==> src/rtl/mux_pipeline_arbiter.sv <==
// mux_pipeline_arbiter: credit-throttled round-robin arbiter and skewed-select sequencer for a fixed-latency pipelined mux.
module mux_pipeline_arbiter #(
  parameter int INPUT_COUNT = 10,
  parameter int LEVEL_BITS  = 1,
  parameter int CREDITS     = 8,
  localparam int SEL_W  = $clog2(INPUT_COUNT),
  localparam int LEVELS = (SEL_W + LEVEL_BITS - 1) / LEVEL_BITS,
  localparam int CW     = $clog2(CREDITS + 1)
) (
  input  logic                   clk,
  input  logic                   rst,
  input  logic [INPUT_COUNT-1:0] req,
  output logic [INPUT_COUNT-1:0] grant,
  output logic [SEL_W-1:0]       sel,
  output logic                   out_valid,
  output logic [SEL_W-1:0]       out_id,
  input  logic                   credit_return,
  output logic [CW-1:0]          credit_count,
  output logic                   credit_err
);
  logic [SEL_W-1:0]       r_ptr;
  logic [SEL_W-1:0]       r_hist [LEVELS];
  logic [LEVELS-1:0]      r_vld;
  logic [CW-1:0]          r_cred;
  logic                   r_err;
  logic [INPUT_COUNT-1:0] w_elig;
  logic [SEL_W-1:0]       w_win;
  logic                   w_gnt;
  logic                   w_full;
  assign w_elig = (rst || r_cred == '0) ? '0 : req;
  assign w_gnt  = |w_elig;
  assign w_full = r_cred == CW'(CREDITS);
  // Winner is the eligible index with the smallest circular distance from r_ptr.
  always_comb begin
    int best;
    int d;
    w_win = '0;
    best  = INPUT_COUNT;
    d     = 0;
    for (int i = 0; i < INPUT_COUNT; i++) begin
      d = (i >= int'(r_ptr)) ? i - int'(r_ptr) : i + INPUT_COUNT - int'(r_ptr);
      if (w_elig[i] && d < best) begin
        best  = d;
        w_win = SEL_W'(i);
      end
    end
  end
  assign grant = w_gnt ? (INPUT_COUNT'(1) << w_win) : '0;
  // Select bit b belongs to level b/LEVEL_BITS and comes from the grant that many cycles ago.
  always_comb begin
    sel = '0;
    for (int b = 0; b < SEL_W; b++)
      sel[b] = (b < LEVEL_BITS) ? w_win[b] : r_hist[(b / LEVEL_BITS == 0) ? 0 : b / LEVEL_BITS - 1][b];
  end
  always_ff @(posedge clk or posedge rst) begin
    if (rst) begin
      r_ptr  <= '0;
      r_vld  <= '0;
      r_cred <= CW'(CREDITS);
      r_err  <= 1'b0;
      for (int i = 0; i < LEVELS; i++) r_hist[i] <= '0;
    end else begin
      if (w_gnt) r_ptr <= (int'(w_win) == INPUT_COUNT - 1) ? '0 : w_win + 1'b1;
      r_vld     <= LEVELS'({r_vld, w_gnt});
      r_hist[0] <= w_win;
      for (int i = 1; i < LEVELS; i++) r_hist[i] <= r_hist[i-1];
      if (credit_return && !w_gnt && w_full) r_err <= 1'b1;
      else r_cred <= r_cred - CW'(w_gnt) + CW'(credit_return);
    end
  end
  assign out_valid    = r_vld[LEVELS-1];
  assign out_id       = r_hist[LEVELS-1];
  assign credit_count = r_cred;
  assign credit_err   = r_err;
endmodule

==> config.mk <==
export PLATFORM = sky130hd
export DESIGN_NAME = mux_pipeline_arbiter
export DESIGN_NICKNAME = d
export VERILOG_FILES = /design/src/rtl/mux_pipeline_arbiter.sv
export SDC_FILE = /design/constraint.sdc
export NUM_CORES = 1
export LEC_CHECK = 0
export BUFFER_PORTS_ARGS = -buffer_cell sky130_fd_sc_hd__buf_4
export CAP_MARGIN = 20
export CORE_UTILIZATION = 45
export CTS_CLUSTER_SIZE = 14
export DETAILED_ROUTE_END_ITERATION = 12
export MAX_ROUTING_LAYER = met4
export PLACE_DENSITY_LB_ADDON = 0.25
export SYNTH_ARGS = -nofsm -noshare
export SYNTH_HDL_FRONTEND = slang
export SYNTH_SLANG_ARGS = --single-unit
==> constraint.sdc <==
create_clock -name clk -period 50.7 [get_ports clk]
set_input_delay 10.14 -clock clk [delete_from_list [all_inputs] [get_ports clk]]
set_output_delay 10.14 -clock clk [all_outputs]
set_load 0.01 [all_outputs]
* Yosys cells after proc, flatten, opt, wreduce, memory -nomap -nowiden *
Index checks and enable logic that the tools add are counted.

storage, ports and cells
  bits in latches = 0
  memory bits (read-only) = 0
  memory bits (writable) = 0
  output and inout bits = 24
  flip-flop bits (word level) = 29
  input bits = 13
  word-level logic and storage cells = 101
  memories = 0

cells by class
  muxes and demuxes = 31
  multipliers = 0
  magnitude comparators = 20
  shift operators = 1
  equal/unequal tests = 2
  reduce and logical (&&, ||, !) cells = 16
  bitwise logic cells = 0
  add/sub/neg operators = 23
  div/mod/pow operators = 0

operators by type and width
  cell                                                                    count
  32-bit 2-to-1 mux                                                       19
  32-bit < comparator                                                     9
  4-bit by 4-bit subtractor with 5-bit output (first input constant)      8
  4-bit 2-to-1 mux                                                        9
  32-bit by 5-bit < comparator with 1-bit output (second input constant)  1
  5-bit by 4-bit subtractor with 6-bit output (first input constant)      4
  10-bit 2-to-1 mux                                                       2
  3-bit by 4-bit subtractor with 5-bit output (first input constant)      4
  3-bit by 4-bit >= comparator with 1-bit output (first input constant)   4
  1-bit logical AND                                                       12
  10-bit OR reduction                                                     1
  1-bit by 4-bit << shifter with 10-bit output (first input constant)     1
  1-bit by 4-bit subtractor with 5-bit output (first input constant)      2
  2-bit by 4-bit subtractor with 5-bit output (first input constant)      2
  4-bit equality test (second input constant)                             2
  1-bit by 4-bit >= comparator with 1-bit output (first input constant)   2
  2-bit by 4-bit >= comparator with 1-bit output (first input constant)   2
  4-bit >= comparator (first input constant)                              2
  4-bit by 1-bit adder with 4-bit output                                  1
  4-bit by 1-bit adder with 4-bit output (second input constant)          1
  4-bit logical NOT                                                       1
  4-bit by 1-bit subtractor with 4-bit output                             1
  1-bit logical NOT                                                       1
  1-bit logical OR                                                        1
  1-bit 2-to-1 mux                                                        1

* Logic depth before layout (Yosys ltp) *
Gate-level depths: netlist of run 1.

  depth after elaboration = 34
  gate-level depth with buffers = 103
  depth with buffers taken out = 94

* Worst setup path after synthesis of run 1 *
Ideal clock, no wire load.

  path type = input-to-output
  start = in rst
  end = out grant[3]
  path buffers = 8
  path slack = 14621 ps
  arrival time = 25939 ps
  required time = 40560 ps
  cell stages on the path = 89
  cells stage by stage = nor2_1 -> clkbuf_1 -> nand4_1 -> ha_1 -> nor3b_1 -> nand2_1 -> nor2_1 -> nand3_1 -> a21oi_1 -> nand2_1 -> o21a_1 -> ha_1 -> nand2b_1 -> o21ai_0 -> and3_1 -> and2_1 -> a21bo_1 -> o211a_1 -> [53 not listed] -> o211ai_1 -> nor4b_1 -> nor2_1 -> clkbuf_1 -> nand3_1 -> o211ai_1 -> ha_1 -> and3_1 -> a2111oi_0 -> nand3_1 -> nor2_1 -> a21boi_0 -> nor3_1 -> o211ai_1 -> nor4b_1 -> ha_1 -> nand2_1 -> nor2_1

on the way
  longest elaborated chain between the ends = 33
  elaborated cells between the ends (all ways) = 42
  classes of those cells = 9 x order compare; 1 x shift; 20 x mux; 12 x reduce/logical

ends and longest elaborated chain
  element                                       RTL line  RTL
  start, declared                               11        input logic rst,
  1-bit logical OR (*)                          30        assign w_elig = (rst || r_cred == '0) ? '0 : req;
  10-bit 2-to-1 mux (*)                         30
  1-bit logical AND                             42        if (w_elig[i] && d < best) begin
  32-bit 2-to-1 mux                             42
  32-bit < comparator                           42
  1-bit logical AND                             42
  32-bit 2-to-1 mux                             42
  32-bit < comparator                           42
  [17 not listed]                               n/a
  32-bit < comparator                           42
  1-bit logical AND                             42
  32-bit 2-to-1 mux                             42
  32-bit < comparator                           42
  1-bit logical AND                             42
  4-bit 2-to-1 mux                              42
  1-bit by 4-bit << shifter with 10-bit output  48        assign grant = w_gnt ? (INPUT_COUNT'(1) << w_win) : '0;
  10-bit 2-to-1 mux (*)                         48
  end, declared                                 13        output logic [INPUT_COUNT-1:0] grant,

Every way passes the cells marked *; elsewhere a longest branch is shown, timed or not.

* Worst setup path in the final report of run 1 *
  start = in rst
  end = out grant[7]

Same word-level chain as after synthesis.

==> results of run 1 <==
==> worst min-delay path by stage <==
stage,from,endpoint,slack (ns),cells past startpoint
after floorplan,r_hist[4],out_id[0],0.33,0
after detailed placement,r_hist[5],out_id[1],0.34,0
after CTS,r_vld[0],r_vld[1],0.35,0
after global placement,r_hist[14],sel[2],0.33,0
after global routing,r_hist[15],r_hist[11],0.35,0
final,r_hist[15],r_hist[11],0.35,0
==> metal layers <==
layer | GRT usage, % | share of wire (%) | vias up
met3 | 2.64 | 6.0 | 26
met1 | 33.5 | 45 | 2244
met4 | 6.94 | 2.1 | 0
li1 | - | - | 2242
met5 | - | 0 | -
met2 | 42.6 | 47 | 180
==> cell families after synthesis <==
logic type	count (synthesis)	synth area share, %
AO/OA/AOI/OAI	190	29.8
XOR/XNOR	25	4.88
adder cells (fa/ha/maj)	56	15.1
buffers and inverters	64	6.58
flip-flops	29	15.7
multiplexers	18	4.15
other	1	0.0809
AND/OR/NAND/NOR	221	23.7
==> sequential cells by signal (all words and copies together), names as in the netlist <==
register	cells
credit_count	4
credit_err	1
out_id	4
r_hist	9
r_ptr	4
r_vld	4
sel	3
==> layout make-up <==
class                      count  area (um^2)  area share, %
clock buffer                   6         72.6           1.44
clock inverter                 2         10.0          0.199
inverter                      32          120           2.39
multi-input combinational    511         3610           71.8
sequential                    29          727           14.5
tap                          133          166           3.31
timing repair buffer          40          320           6.38
==> cell usage in the layout, fill, tap and decap left out, types with 12 or more instances in the layout <==
cell type,netlist,routed
nor3_1,15,15
ha_1,52,52
xnor2_1,19,19
nand3_1,20,20
nand2_1,55,55
dfrtp_1,28,28
mux2i_1,13,13
nor2_1,59,59
nand2b_1,12,12
a21oi_1,43,43
inv_1,30,30
o21ai_0,32,32
buf_4,11,39
a21o_1,15,15
==> per-stage QoR <==
stage	util, %	instances	cell area, um^2
floorplan	-	604	4640
global placement	49.8	744	4910
detailed placement	49.8	744	4910
CTS	50.6	752	4990
global route	50.9	753	5020
finish	50.9	753	5020
==> worst reg2reg max path: cells and delay by family (launching register included) <==
family / cells / cell delay [ns]
buffers and inverters: 2 / 0.52
adders and majority gates: 12 / 4.21
muxes: 3 / 1.21
and+or+nand+nor: 32 / 6.94
AOI/OAI and AO/OA: 33 / 7.49
DFF: 1 / 0.67
==> impl_results.md, run 1 <==
- Run status: finished clean
- R2r worst-path depth: 82
- Initial antenna violation count: 0
- Worst Setup SP: rst
- Post-DP HPWL: 10.4 mm
- Async set-reset flop share out of synthesis: 100%
- Commonest cells post-synth: nor2_1, nand2_1, ha_1, a21oi_1, o21ai_0
- Post-CTS Repair Setup Buffers: 0
- Setup violators final: 0
- Relative slew margins: between 40% and 50%
- # diodes: 0
- Reg2reg start: r_ptr[2]
- Initial Utilization: 47.0%
- First-pass GRT wire length: approximately 22 mm
- CP startpoint kind: input port
- DR vias: about 4700
- Total Die Area: 10700 um^2
- Clock Path Buffers: 2
- Most used cell, CP: ha_1
- WP buf/inv: 4
- GPL Wtd Cong: 0.980
- CTS tree: built
- Worst R2R Setup Slack: just under 30 ns
- Mapped Area: around 4600 um^2
- Worst Path Max Fanout: 21
- Pre-CTS WS: about 12 ns
- Num Clock Sinks: 29
- Slowest cell on crit path: nor2_1
- Post-synth EDFFs: 0
- Largest net degree at the start of global routing: 31
- Synth warnings: 0
- P&R area growth vs syn: 8.28%
- Synth Instances: around 600
- Min Tclk post-route: about 39 ns
- Fin nets: between 600 and 700
- FP Rows: 36
- TritonRoute pass-1 iters: 5
- Hold Crit Class: flip-flop to flip-flop
- Top_reg_cell synth: dfrtp_1
- CP Capture Point: grant[7]
- IO Count: 37
- Post-route clock period utilization: just under 80%
- Starting DRT DRC Count: a little under 400
- Die Wd: ~100 um
- Core area: between 9000 and 10000 um^2
- Share of cells above drive strength 1: between 10% and 20%
- Max-Cap Viols: 0
- Syn_nets: 670
- Synth top area share: between 10% and 20%
- RSZ-0062 raised after global routing: false
- Grt total ovfl: 0
- Most numerous cell in the Yosys netlist: nor2_1
- Final Hold Viols: 0
- H-tree depth: 2
- Vias in the first global route: 4435
- Hold Worst Slack: 0.347 ns
- Critical Path RT: 40.56 ns
- Critical path type: input port to output port
- Critical Path AT: roughly 29 ns
- Worst Setup End Kind: output port
- DR DRC count: 0
- Critical Path Stages: 82
- Count of cell types in the netlist: 85
- Final worst setup slack: between 10 and 15 ns
- Average cell area after synthesis: about 7.7 um^2
- Slew @ Worst Pin: slightly below 0.9 ns
- Port buffer count: 36
- Fmax: 25.7 MHz
- Slowest stage delay, CP: slightly below 0.7 ns
- Synth area leaders: dfrtp_1, ha_1, nor2_1, a21oi_1, nand2_1
- Setup TNS: 0 ns
- Cts repair resizes: 0
- Drt total wl: roughly 13 mm
- Antenna viol nets, final: 0
- Skew-Pair Late Insertion Delay: ~0.27 ns
- Final slew viol count: 0
- Inserted Clock Buffers: 5
- Overall routing resource usage: between 20% and 30%
- Root Driver: clkbuf_8
- Fillcell total: roughly 930
- Vias per cell: ~6.2
- Clock-pin slew on the worst setup and hold paths: about 0.060 ns
- Die Ht: about 100 um
- WL/cell: approximately 18 um
- Family with the most delay on the worst path: simple AND/OR/NAND/NOR gates
- Hold Buf Count CTS: 0
- Final clock skew: roughly 0.0063 ns
- Sequential-to-total area share from yosys stat: between 10% and 20%
- Reg-to-Reg End: r_ptr[2]
- #FFs+latches synth: 29
- Synth area leader: dfrtp_1
Power of run 1 is not shown: default switching activity piles up to over one toggle a cycle in this logic, so the estimate is an artifact.
==> inputs of run 2 (changes only) <==
- clock period: 50.7 -> 39 ns (I/O delays scaled with it)
==> run 2 against run 1 <==
Net effect:
- clock skew is 0.00076 ns lower
- hold slack about the same
- critical path depth grew 1
- die area unchanged
- routed wire length up 1.1%
- clock-buffer cell count grew 1
- sequential share of layout area shrank 0.061 points
==> impl_results.md, run 2 (synthesis results as in run 1) <==
- WL/cell: ~18 um
- Slew @ Worst Pin: 0.913 ns
- Critical path type: input port to output port
- CTS tree: built
- Die Ht: 104 um
- Antenna viol nets, final: 0
- Num Clock Sinks: 29
- Skew-Pair Late Insertion Delay: ~0.27 ns
- CP startpoint kind: input port
- IO Count: 37
- RSZ-0062 raised after global routing: false
- Worst Setup End Kind: output port
- Clock-pin slew on the worst setup and hold paths: roughly 0.060 ns
- Slowest cell on crit path: nor2_1
- # diodes: 0
- Reg-to-Reg End: r_ptr[2]
- DR DRC count: 0
- Worst Path Max Fanout: 21
- Core area: 9860 um^2
- Total Die Area: around 11000 um^2
- P&R area growth vs syn: 8.74%
- Met1 Usage GRT: around a third
- Final slew viol count: 0
- TritonRoute pass-1 iters: 5
- Final core occ: just over 50%
- DR vias: ~4700
- Clock Path Buffers: 2
- Post-DP HPWL: 10.6 mm
- Fin nets: ~690
- Die Wd: about 100 um
- Setup violators final: 0
- Worst Setup SP: rst
- Hold Crit Class: flip-flop to flip-flop
- Slowest stage delay, CP: ~0.70 ns
- Setup TNS: 0 ns
- Max-Cap Viols: 0
- Post-route clock period utilization: ~90%
- Largest net degree at the start of global routing: 30
- Hold Buf Count CTS: 0
- Relative slew margins: around two fifths
- Final clock skew: about 0.0056 ns
- Vias per cell: just over 6
- Most frequent cells in the layout: nor2_1, nand2_1, ha_1, a21oi_1, buf_4
- Critical Path AT: ~27 ns
- R2r worst-path depth: approximately 80
- GR Util met3: under 10%
- Pre-CTS WS: slightly below 5 ns
- H-tree depth: 2
- Run status: finished clean
- Max FFs per register: 9
- Critical Path RT: around 31 ns
- Grt total ovfl: 0
- Port buffer count: 36
- Final worst setup slack: 4.45 ns
- Share of cells above drive strength 1: 13.7%
- Post-CTS Repair Setup Buffers: 0
- Final Hold Viols: 0
- WP buf/inv: 4
- Fmax: 28.9 MHz
- Overall routing resource usage: between 20% and 30%
- FP Rows: 36
- CP Capture Point: grant[7]
- Initial Utilization: a little under half
- Family with the most delay on the worst path: simple AND/OR/NAND/NOR gates
- Layer with the highest usage: met2
- Vias in the first global route: approximately 4300
- Inserted Clock Buffers: 5
- Initial antenna violation count: 0
- Min Tclk post-route: 34.55 ns
- Cts repair resizes: 0
- Most flop-heavy register: r_hist
- Starting DRT DRC Count: 322
- GPL Wtd Cong: about 0.92
- Reg2reg start: r_ptr[3]
- First-pass GRT wire length: approximately 22 mm
- Drt total wl: roughly 14 mm
- Met2 GRT Util: a little over 40%
- Root Driver: clkbuf_8
- Most common cell after layout, fill and taps aside: nor2_1
- Critical Path Stages: just over 80
- Hold Worst Slack: ~0.35 ns
- Worst R2R Setup Slack: ~18 ns
run 2: final cells by class:
type	count	area, um^2
Clock inverter	1	30.0
Multi-Input combinational cell	511	3610
Tap cell	133	166
Clock buffer	7	86.3
Inverter	32	120
Fill cell	997	4820
Sequential cell	29	727
Timing Repair Buffer	41	308
run 2: per-layer routing:
| metal | vias up | part of all wire, % |
|---|---|---|
| met3 | 23 | 5.2 |
| met2 | 169 | 46 |
| met4 | 0 | 2.1 |
| li1 | 2247 | - |
| met1 | 2230 | 46 |
| met5 | - | 0 |
run 2: worst min-delay path by stage:
stage | from | endpoint | slack [ns] | cells after the start
2_1_floorplan | r_hist[4] | out_id[0] | 0.33 | 0
5_1_grt | r_hist[14] | sel[2] | 0.35 | 0
6_report | r_hist[14] | sel[2] | 0.35 | 0
3_3_place_gp | r_hist[12] | r_hist[8] | 0.33 | 0
3_5_place_dp | r_hist[15] | r_hist[11] | 0.34 | 0
4_1_cts | r_hist[14] | sel[2] | 0.35 | 0
run 2: per-stage QoR:
| stage | std cells | cell area (um^2) |
|---|---|---|
| after floorplan | 604 | 4640 |
| after detailed placement | 746 | 4930 |
| after global placement | 746 | 4930 |
| final | 754 | 5040 |
| after global routing | 754 | 5040 |
| after CTS | 754 | 5040 |
Power of run 2 is left out for the same reason.
